### src/rtl/seg7_scan_driver_if.sv
// Bus bundle for the 7-segment scan driver: the write side and the pin side.
interface seg7_scan_driver_if;
   logic        data_we;
   logic [31:0] data_in;
   logic [7:0]  dp_in;
   logic [7:0]  blank_mask;
   logic [6:0]  seg_out;
   logic        dp_out;
   logic [7:0]  an_out;
   logic        frame_done;

   modport master (
      output data_we, data_in, dp_in, blank_mask,
      input  seg_out, dp_out, an_out, frame_done
   );

   modport slave (
      input  data_we, data_in, dp_in, blank_mask,
      output seg_out, dp_out, an_out, frame_done
   );
endinterface

### src/rtl/seg7_scan_driver.sv
// Eight-digit multiplexed 7-segment driver. A prescaler sets the slot length,
// each slot opens with a short dark gap against ghosting, and new content is
// staged in a pending register and only swapped in at the frame boundary.
module seg7_scan_driver #(
   parameter int CLK_DIV    = 100_000,
   parameter int GAP        = 16,
   parameter int ACTIVE_LOW = 1
) (
   input  logic              clk,
   input  logic              rst_n,
   seg7_scan_driver_if.slave bus
);

   localparam int   CW  = (CLK_DIV > 2) ? $clog2(CLK_DIV) : 2;
   localparam logic POL = (ACTIVE_LOW != 0);

   logic [CW-1:0] cnt;
   logic [2:0]    idx;
   logic          run;
   logic [31:0]   pend_data, disp_data;
   logic [7:0]    pend_dp, disp_dp;
   logic [7:0]    pend_blank, disp_blank;
   logic          pend_flag;

   logic          tick;
   logic          frame_tick;
   logic          lit;
   logic [3:0]    nib;
   logic [6:0]    seg_hex;
   logic [6:0]    seg_nxt;
   logic          dp_nxt;
   logic [7:0]    an_nxt;

   assign tick       = (cnt == CW'(CLK_DIV - 1));
   assign frame_tick = tick && (idx == 3'd7);

   // Slot prescaler: counts 0..CLK_DIV-1, the wrap cycle is the tick.
   always_ff @(posedge clk or negedge rst_n) begin
      if (!rst_n) begin
         cnt <= '0;
      end else if (tick) begin
         cnt <= '0;
      end else begin
         cnt <= cnt + 1'b1;
      end
   end

   // Digit index; starts at 7 so the first tick lands on digit 0. run keeps
   // the display dark until that first tick.
   always_ff @(posedge clk or negedge rst_n) begin
      if (!rst_n) begin
         idx <= 3'd7;
         run <= 1'b0;
      end else if (tick) begin
         idx <= idx + 3'd1;
         run <= 1'b1;
      end
   end

   // Pending stage: a write always wins over the clear at the frame tick, so a
   // coincident write stays pending for the next frame.
   always_ff @(posedge clk or negedge rst_n) begin
      if (!rst_n) begin
         pend_data  <= '0;
         pend_dp    <= '0;
         pend_blank <= '0;
         pend_flag  <= 1'b0;
      end else if (bus.data_we) begin
         pend_data  <= bus.data_in;
         pend_dp    <= bus.dp_in;
         pend_blank <= bus.blank_mask;
         pend_flag  <= 1'b1;
      end else if (frame_tick) begin
         pend_flag  <= 1'b0;
      end
   end

   // Display register only changes at the 7->0 tick, using the pre-write pending value.
   always_ff @(posedge clk or negedge rst_n) begin
      if (!rst_n) begin
         disp_data  <= '0;
         disp_dp    <= '0;
         disp_blank <= '0;
      end else if (frame_tick && pend_flag) begin
         disp_data  <= pend_data;
         disp_dp    <= pend_dp;
         disp_blank <= pend_blank;
      end
   end

   // Hex decode of the current digit's nibble, active-high g..a.
   always_comb begin
      nib = disp_data[{idx, 2'b00} +: 4];
      case (nib)
         4'h0:    seg_hex = 7'h3F;
         4'h1:    seg_hex = 7'h06;
         4'h2:    seg_hex = 7'h5B;
         4'h3:    seg_hex = 7'h4F;
         4'h4:    seg_hex = 7'h66;
         4'h5:    seg_hex = 7'h6D;
         4'h6:    seg_hex = 7'h7D;
         4'h7:    seg_hex = 7'h07;
         4'h8:    seg_hex = 7'h7F;
         4'h9:    seg_hex = 7'h6F;
         4'hA:    seg_hex = 7'h77;
         4'hB:    seg_hex = 7'h7C;
         4'hC:    seg_hex = 7'h39;
         4'hD:    seg_hex = 7'h5E;
         4'hE:    seg_hex = 7'h79;
         default: seg_hex = 7'h71;
      endcase
   end

   // Digit is lit once the gap has elapsed, unless masked or not yet started.
   always_comb begin
      lit     = run && (cnt >= CW'(GAP)) && !disp_blank[idx];
      seg_nxt = lit ? seg_hex : 7'h00;
      dp_nxt  = lit && disp_dp[idx];
      an_nxt  = lit ? (8'b1 << idx) : 8'h00;
   end

   // Registered pins; reset drives every pin to its inactive level at once.
   always_ff @(posedge clk or negedge rst_n) begin
      if (!rst_n) begin
         bus.seg_out    <= {7{POL}};
         bus.dp_out     <= POL;
         bus.an_out     <= {8{POL}};
         bus.frame_done <= 1'b0;
      end else begin
         bus.seg_out    <= seg_nxt ^ {7{POL}};
         bus.dp_out     <= dp_nxt ^ POL;
         bus.an_out     <= an_nxt ^ {8{POL}};
         bus.frame_done <= frame_tick;
      end
   end

endmodule

### src/flat_wrapper.sv
// flat-port wrapper written by rule: the top's interface ports become plain ports
module seg7_scan_driver_flat 
#(
   parameter int CLK_DIV    = 100_000,
   parameter int GAP        = 16,
   parameter int ACTIVE_LOW = 1
)
  (clk, rst_n, bus_data_we, bus_data_in, bus_dp_in, bus_blank_mask, bus_seg_out, bus_dp_out, bus_an_out, bus_frame_done);
  seg7_scan_driver_if bus_i ();
  input  logic clk;
  input  logic rst_n;
  input wire logic [$bits(bus_i.data_we)-1:0] bus_data_we;
  input wire logic [$bits(bus_i.data_in)-1:0] bus_data_in;
  input wire logic [$bits(bus_i.dp_in)-1:0] bus_dp_in;
  input wire logic [$bits(bus_i.blank_mask)-1:0] bus_blank_mask;
  output wire logic [$bits(bus_i.seg_out)-1:0] bus_seg_out;
  output wire logic [$bits(bus_i.dp_out)-1:0] bus_dp_out;
  output wire logic [$bits(bus_i.an_out)-1:0] bus_an_out;
  output wire logic [$bits(bus_i.frame_done)-1:0] bus_frame_done;
  assign bus_i.data_we = bus_data_we;
  assign bus_i.data_in = bus_data_in;
  assign bus_i.dp_in = bus_dp_in;
  assign bus_i.blank_mask = bus_blank_mask;
  assign bus_seg_out = bus_i.seg_out;
  assign bus_dp_out = bus_i.dp_out;
  assign bus_an_out = bus_i.an_out;
  assign bus_frame_done = bus_i.frame_done;
  seg7_scan_driver #(.CLK_DIV(CLK_DIV), .GAP(GAP), .ACTIVE_LOW(ACTIVE_LOW)) u_core (.clk(clk), .rst_n(rst_n), .bus(bus_i));
endmodule
### config.mk
export PLATFORM = sky130hd
export DESIGN_NAME = seg7_scan_driver_flat
export DESIGN_NICKNAME = d
export VERILOG_FILES = /design/src/rtl/seg7_scan_driver_if.sv /design/src/rtl/seg7_scan_driver.sv /design/src/flat_wrapper.sv
export SDC_FILE = /design/constraint.sdc
export NUM_CORES = 1
export LEC_CHECK = 0
export CAP_MARGIN = 20
export CELL_PAD_IN_SITES_DETAIL_PLACEMENT = 0
export CELL_PAD_IN_SITES_GLOBAL_PLACEMENT = 1
export CORE_MARGIN = 3
export CORE_UTILIZATION = 31
export CTS_CLUSTER_DIAMETER = 60
export DETAILED_ROUTE_END_ITERATION = 8
export PLACE_DENSITY_LB_ADDON = 0.1
export REMOVE_ABC_BUFFERS = 1
export SLEW_MARGIN = 20
export SYNTH_ARGS = -nofsm -noshare
export SYNTH_HDL_FRONTEND = slang
export SYNTH_SLANG_ARGS = --single-unit
### constraint.sdc
create_clock -name clk -period 2.2 [get_ports clk]
set_input_delay 0.22 -clock clk [delete_from_list [all_inputs] [get_ports clk]]
set_output_delay 0.22 -clock clk [all_outputs]
set_load 0.01 [all_outputs]
==> Yosys cells after proc, flatten, opt, wreduce, memory -nomap -nowiden <==
Memories as Yosys holds them, arrays and structs flattened.
Cells that the tools add are included.
{ "word_totals": {"regBits": 135, "mem_bits_ro": 112, "input_bits": 51, "out_inout_bits": 17, "elab_cells": 42, "mem_count": 1} }
{ "mem_list": {"columns": ["memory", "words", "word_bits", "read_ports", "rd_ports_with_merged_regs", "write_ports", "line_no", "rtl"], "rows": [
  ["(no name shown)", 16, 7, 1, 0, 0, "seg7_scan_driver.sv:94", "case (nib)"]
]} }
{ "classes": {"add_sub_neg": 2, "order_cmp": 2, "eq_ne": 2, "shifts": 2, "mux": 9, "bitwise_logic": 3, "reduce_logical": 7} }
{ "ops": {"columns": ["cell", "n"], "rows": [
  ["32-bit by 6-bit indexed part select with 4-bit output", 1],
  ["17-bit by 1-bit adder with 17-bit output (second input constant)", 1],
  ["17-bit equality test (second input constant)", 1],
  ["17-bit by 5-bit >= comparator with 1-bit output (second input constant)", 1],
  ["17-bit 2-to-1 mux", 1],
  ["8-bit 2-to-1 mux", 1],
  ["8-bit NOT", 1],
  ["1-bit by 3-bit left shift with 8-bit output (first input constant)", 1],
  ["7-bit 2-to-1 mux", 1],
  ["7-bit NOT", 1],
  ["1-bit binary-select mux with 3-bit select", 2],
  ["1-bit logical AND", 5],
  ["3-bit by 4-bit less-than comparator with 1-bit output (second input constant)", 1],
  ["1-bit 2-to-1 mux", 4],
  ["3-bit by 1-bit adder with 3-bit output (second input constant)", 1],
  ["3-bit equality test (second input constant)", 1],
  ["2-bit nonzero test", 1],
  ["1-bit zero test", 1],
  ["1-bit NOT", 1]
]} }

==> Logic depth before layout (Yosys ltp) <==
{ "logic_depth": {"ltp_word": 6, "depth_mapped": 9, "mapped_depth_nobuf": 8} }

==> Worst setup path after synthesis <==
OpenSTA, ideal clock, no wires.
{ "synth_path": {"path_kind": "register to register", "from": "register u_core.idx[0]", "to": "register u_core.bus.seg_out[0]", "setup_time_ns": 0.087, "arrival_time_ns": 2.203, "required_time_ns": 2.113, "slack_ns": -0.090, "stages_incl_launch_ff": 9, "path_buffers": 1, "synth_period_minus_slack_ns": 2.290, "path_cell_list": "dfstp_2 > buf_6 > mux4_2 > nand2_1 > nand2_1 > ha_1 > or3_1 > o21ai_0 > o21ai_0"} }
{ "synth_via": {"elab_chain_len": 6, "elab_cells_between_ends": 8, "cone_classes": "shift: 1; mux: 3; bitwise: 1; reduce/logical: 2; memory: 1"} }
{ "synth_rtl": {"columns": ["element", "line_no", "rtl"], "rows": [
  ["start: declaration", "seg7_scan_driver.sv:18", "logic [2:0] idx;"],
  ["start signal: assignment", "seg7_scan_driver.sv:55", "idx <= idx + 3'd1;"],
  ["parallel branches: the longest is 4 deep, another holds memory 16 x 7 bit", null, null],
  ["7-bit 2-to-1 mux *", "seg7_scan_driver.sv:117", "seg_nxt = lit ? seg_hex : 7'h00;"],
  ["7-bit NOT (no line) *", null, null],
  ["end signal: assignment", "seg7_scan_driver.sv:125", "bus.seg_out <= {7{POL}};"],
  ["end signal: assignment", "seg7_scan_driver.sv:130", "bus.seg_out <= seg_nxt ^ {7{POL}};"],
  ["end: declaration", "seg7_scan_driver_if.sv:19", "output seg_out, dp_out, an_out, frame_done"]
]} }
Mark *: on every way between the ends. The select of a mux whose other input is x is not followed.
A chain may end at the register's enable or synchronous reset.

==> Worst setup path after layout <==
{ "layout_path": {"from": "register u_core.idx[0]", "to": "register u_core.bus.seg_out[6]"} }
Same word-level chain as after synthesis.

==> results.tsv <==
metric	value	unit
synthToLayoutAreaGrowth	29.4	%
hold_class	primary input to asynchronous set/reset pin	
slew_headroom	64.2	%
rows	49	
via_count	3343	
finalClockSkew	13.8	ps
grt.overflow.total	0	
tns	0	ps
gp_congestion	0.788	
fillers	1691	
post_drt_wl_per_cell	15.8	um
min_period	2150	ps
hold_viol_final	0	
htreeDepth	4	
postSynthAreaPerCell	14.8	um^2
n_antenna_cell	0	
synth_cell_types	36	
hpwl	7.96	mm
die_w	143	um
worstPathRequired	2520	ps
drive_gt1_share	39.4	%
end_kind	flip-flop	
netlist_instances	393	
grt_antenna_before_repair	0	
synth.area.top_cells	dfrtp_1 50%, mux2_2 15%, dfstp_2 8.6%	
maxCapViolCount	0	
cts.sinks	135	
worst_pin_slew	537	ps
yosysWarnings	0	
path_clk_slew	60	ps
io_pins	68	
dieArea	20400	um^2
seqPwrFrac	47.1	%
num-nets-final	552	
synthMostInstantiatedCell	dfrtp_1	
fin_ws	49.1	ps
cts_tree	done	
dp_cells	692	
synth-seq-cells	135	
grt_pass1_wl	19.5	mm
clkLatencyLatePin	430	ps
die_h	143	um
cp_max_fo	6	
combPwrFrac	4.8	%
hold-worst-slack	342	ps
rsz0062_at_grt	true	
initial_core_util	31.9	%
async_flop_share	100	%
timing.fmax	0.465	GHz
synth_common_cells	116 x dfrtp_1, 77 x mux2_2, 31 x nand2_1	
syn_area	5810	um^2
slew_viol_final	0	
p_sw	1.24	mW
synth_top_area_share	49.9	%
cp-start-kind	flip-flop	
synth-seq-area-share	58.5	%
ys.flop_type	dfrtp_1	
cp.arrival	2470	ps
drc	0	
fin_cells	729	
power.internal	4.34	mW
powerDensity	741	nW/um^2
numCtsBuffers	17	
first_global_vias	3646	
drt_iter0_markers	143	
dr.pass1.iters	5	
finalSetupViolCount	0	
placed_area	6860	um^2
wl	11.5	mm
synth_edf_count	0	
p_clk_share	48.2	%
grt_max_degree	59	
fin_crit_sh	97.8	%
ir_drop	0.452	mV
vias_per_cell	4.59	
ant_nets	0	
root_buffer	clkbuf_16	
fin_area	7520	um^2
crit_type	flip-flop to flip-flop	
core_area	18200	um^2
clockBufferDepth	2	
pre_cts_ws	-67.4	ps
p_sw_share	22.2	%
numPortBuffers	67	
outcome	complete, no violations	
synth_top_area_cell	dfrtp_1	
p_leak	3.35	nW
grt_usage	12.3	%
==> power groups by stage <==
| stage | clock [mW] | combinational, mW | sequential [mW] |
|---|---|---|---|
| floorplan | 0 | 0.0947 | 2.65 |
| global placement | 0 | 0.268 | 2.67 |
| detailed placement | 0 | 0.274 | 2.67 |
| CTS | 2.79 | 0.276 | 2.63 |
| global route | 2.89 | 0.297 | 2.64 |
| finish | 2.69 | 0.265 | 2.62 |
==> cell usage in the layout (no fill, tap or decap), drive strengths merged, types with 4 or more instances in the layout <==
| cell | netlist | layout |
|---|---|---|
| buf | 13 | 25 |
| xor2 | 7 | 7 |
| nor2 | 12 | 12 |
| clkinv | 0 | 4 |
| inv | 8 | 11 |
| mux2 | 97 | 97 |
| clkdlybuf4s50 | 0 | 65 |
| mux2i | 8 | 8 |
| ha | 14 | 14 |
| clkinvlp | 0 | 4 |
| dfstp | 19 | 19 |
| mux4 | 12 | 12 |
| clkbuf | 3 | 20 |
| nand2 | 31 | 31 |
| nand3 | 13 | 13 |
| o211ai | 4 | 4 |
| dfrtp | 116 | 116 |
| nand4 | 4 | 4 |
| xnor2 | 9 | 9 |
==> flip-flops by register name (all words and copies together) (netlist names), 3 cells and up <==
name	count
u_core.pend_dp	8
u_core.pend_blank	8
u_core.bus.an_out	8
u_core.cnt	17
u_core.pend_data	32
u_core.disp_dp	8
u_core.idx	3
u_core.bus.seg_out	7
u_core.disp_data	32
u_core.disp_blank	8
==> logic make-up (layout without fill, tap and decap cells) <==
group / after synthesis / after routing / synth area share (%)
DFF: 135 / 135 / 58.5
and+or+nand+nor: 74 / 74 / 6.09
buffers and inverters: 24 / 131 / 2.20
muxes: 117 / 117 / 26.1
AOI/OAI and AO/OA: 13 / 13 / 1.64
xor gates and xnor gates: 16 / 16 / 2.41
adders and majority gates: 14 / 14 / 3.01
==> metrics by stage <==
step | util (%) | total power [mW]
floorplan | - | 2.74
global placement | 37.7 | 2.94
detailed placement | 37.7 | 2.94
CTS | 41.0 | 5.69
global route | 41.3 | 5.83
finish | 41.3 | 5.58
==> routing by layer <==
metal	wire length, um	GRT usage, %	up-vias
met2	5190	17.5	60
met5	0	0	-
met1	5720	17.6	1685
met3	392	3.48	17
li1	-	-	1581
met4	218	5.40	0
==> critical path, cell delays in order (launching register included) <==
cell,delay (ps)
dfstp_2,550
buf_12,130
buf_6,100
mux4_2,520
mux2i_4,230
buf_6,170
mux2i_1,210
o221ai_1,130
==> area by class of cell <==
class | count | area [um^2] | area share [%]
clock buffers | 20 | 447 | 5.94
clock inverters | 12 | 118 | 1.56
inverters | 8 | 30.0 | 0.399
multi-input cells | 234 | 2310 | 30.8
flip-flops and latches | 135 | 3400 | 45.2
well taps | 229 | 287 | 3.81
repair buffers | 91 | 923 | 12.3
==> path summary, 6_finish.rpt <==
kind / startpoint / to / slack (ps) / cells after the start
worst max register to register: u_core.idx[0] / u_core.bus.seg_out[6] / 50 / 7
min in group clk: bus_data_we / u_core.pend_data[1] / 340 / 2
worst min register to register: u_core.run / u_core.run / 470 / 1
worst max-delay path: u_core.idx[0] / u_core.bus.seg_out[6] / 50 / 7
max in group asynchronous: rst_n / u_core.bus.seg_out[6] / 1050 / 3
worst min-delay path: rst_n / u_core.cnt[12] / 340 / 2
==> what timing repair did <==
item / 4_1_cts / 5_1_grt
setup buffers: 2 / 1
gates resized for setup: 0 / 15
endpoints found under the hold margin: 48 / 0
endpoints found under the setup margin: 18 / 8
hold buffers: 1 / 0
pin swaps: 0 / 3
gates cloned: 0 / 1
Note: power is estimated with default switching activity, not from simulation.
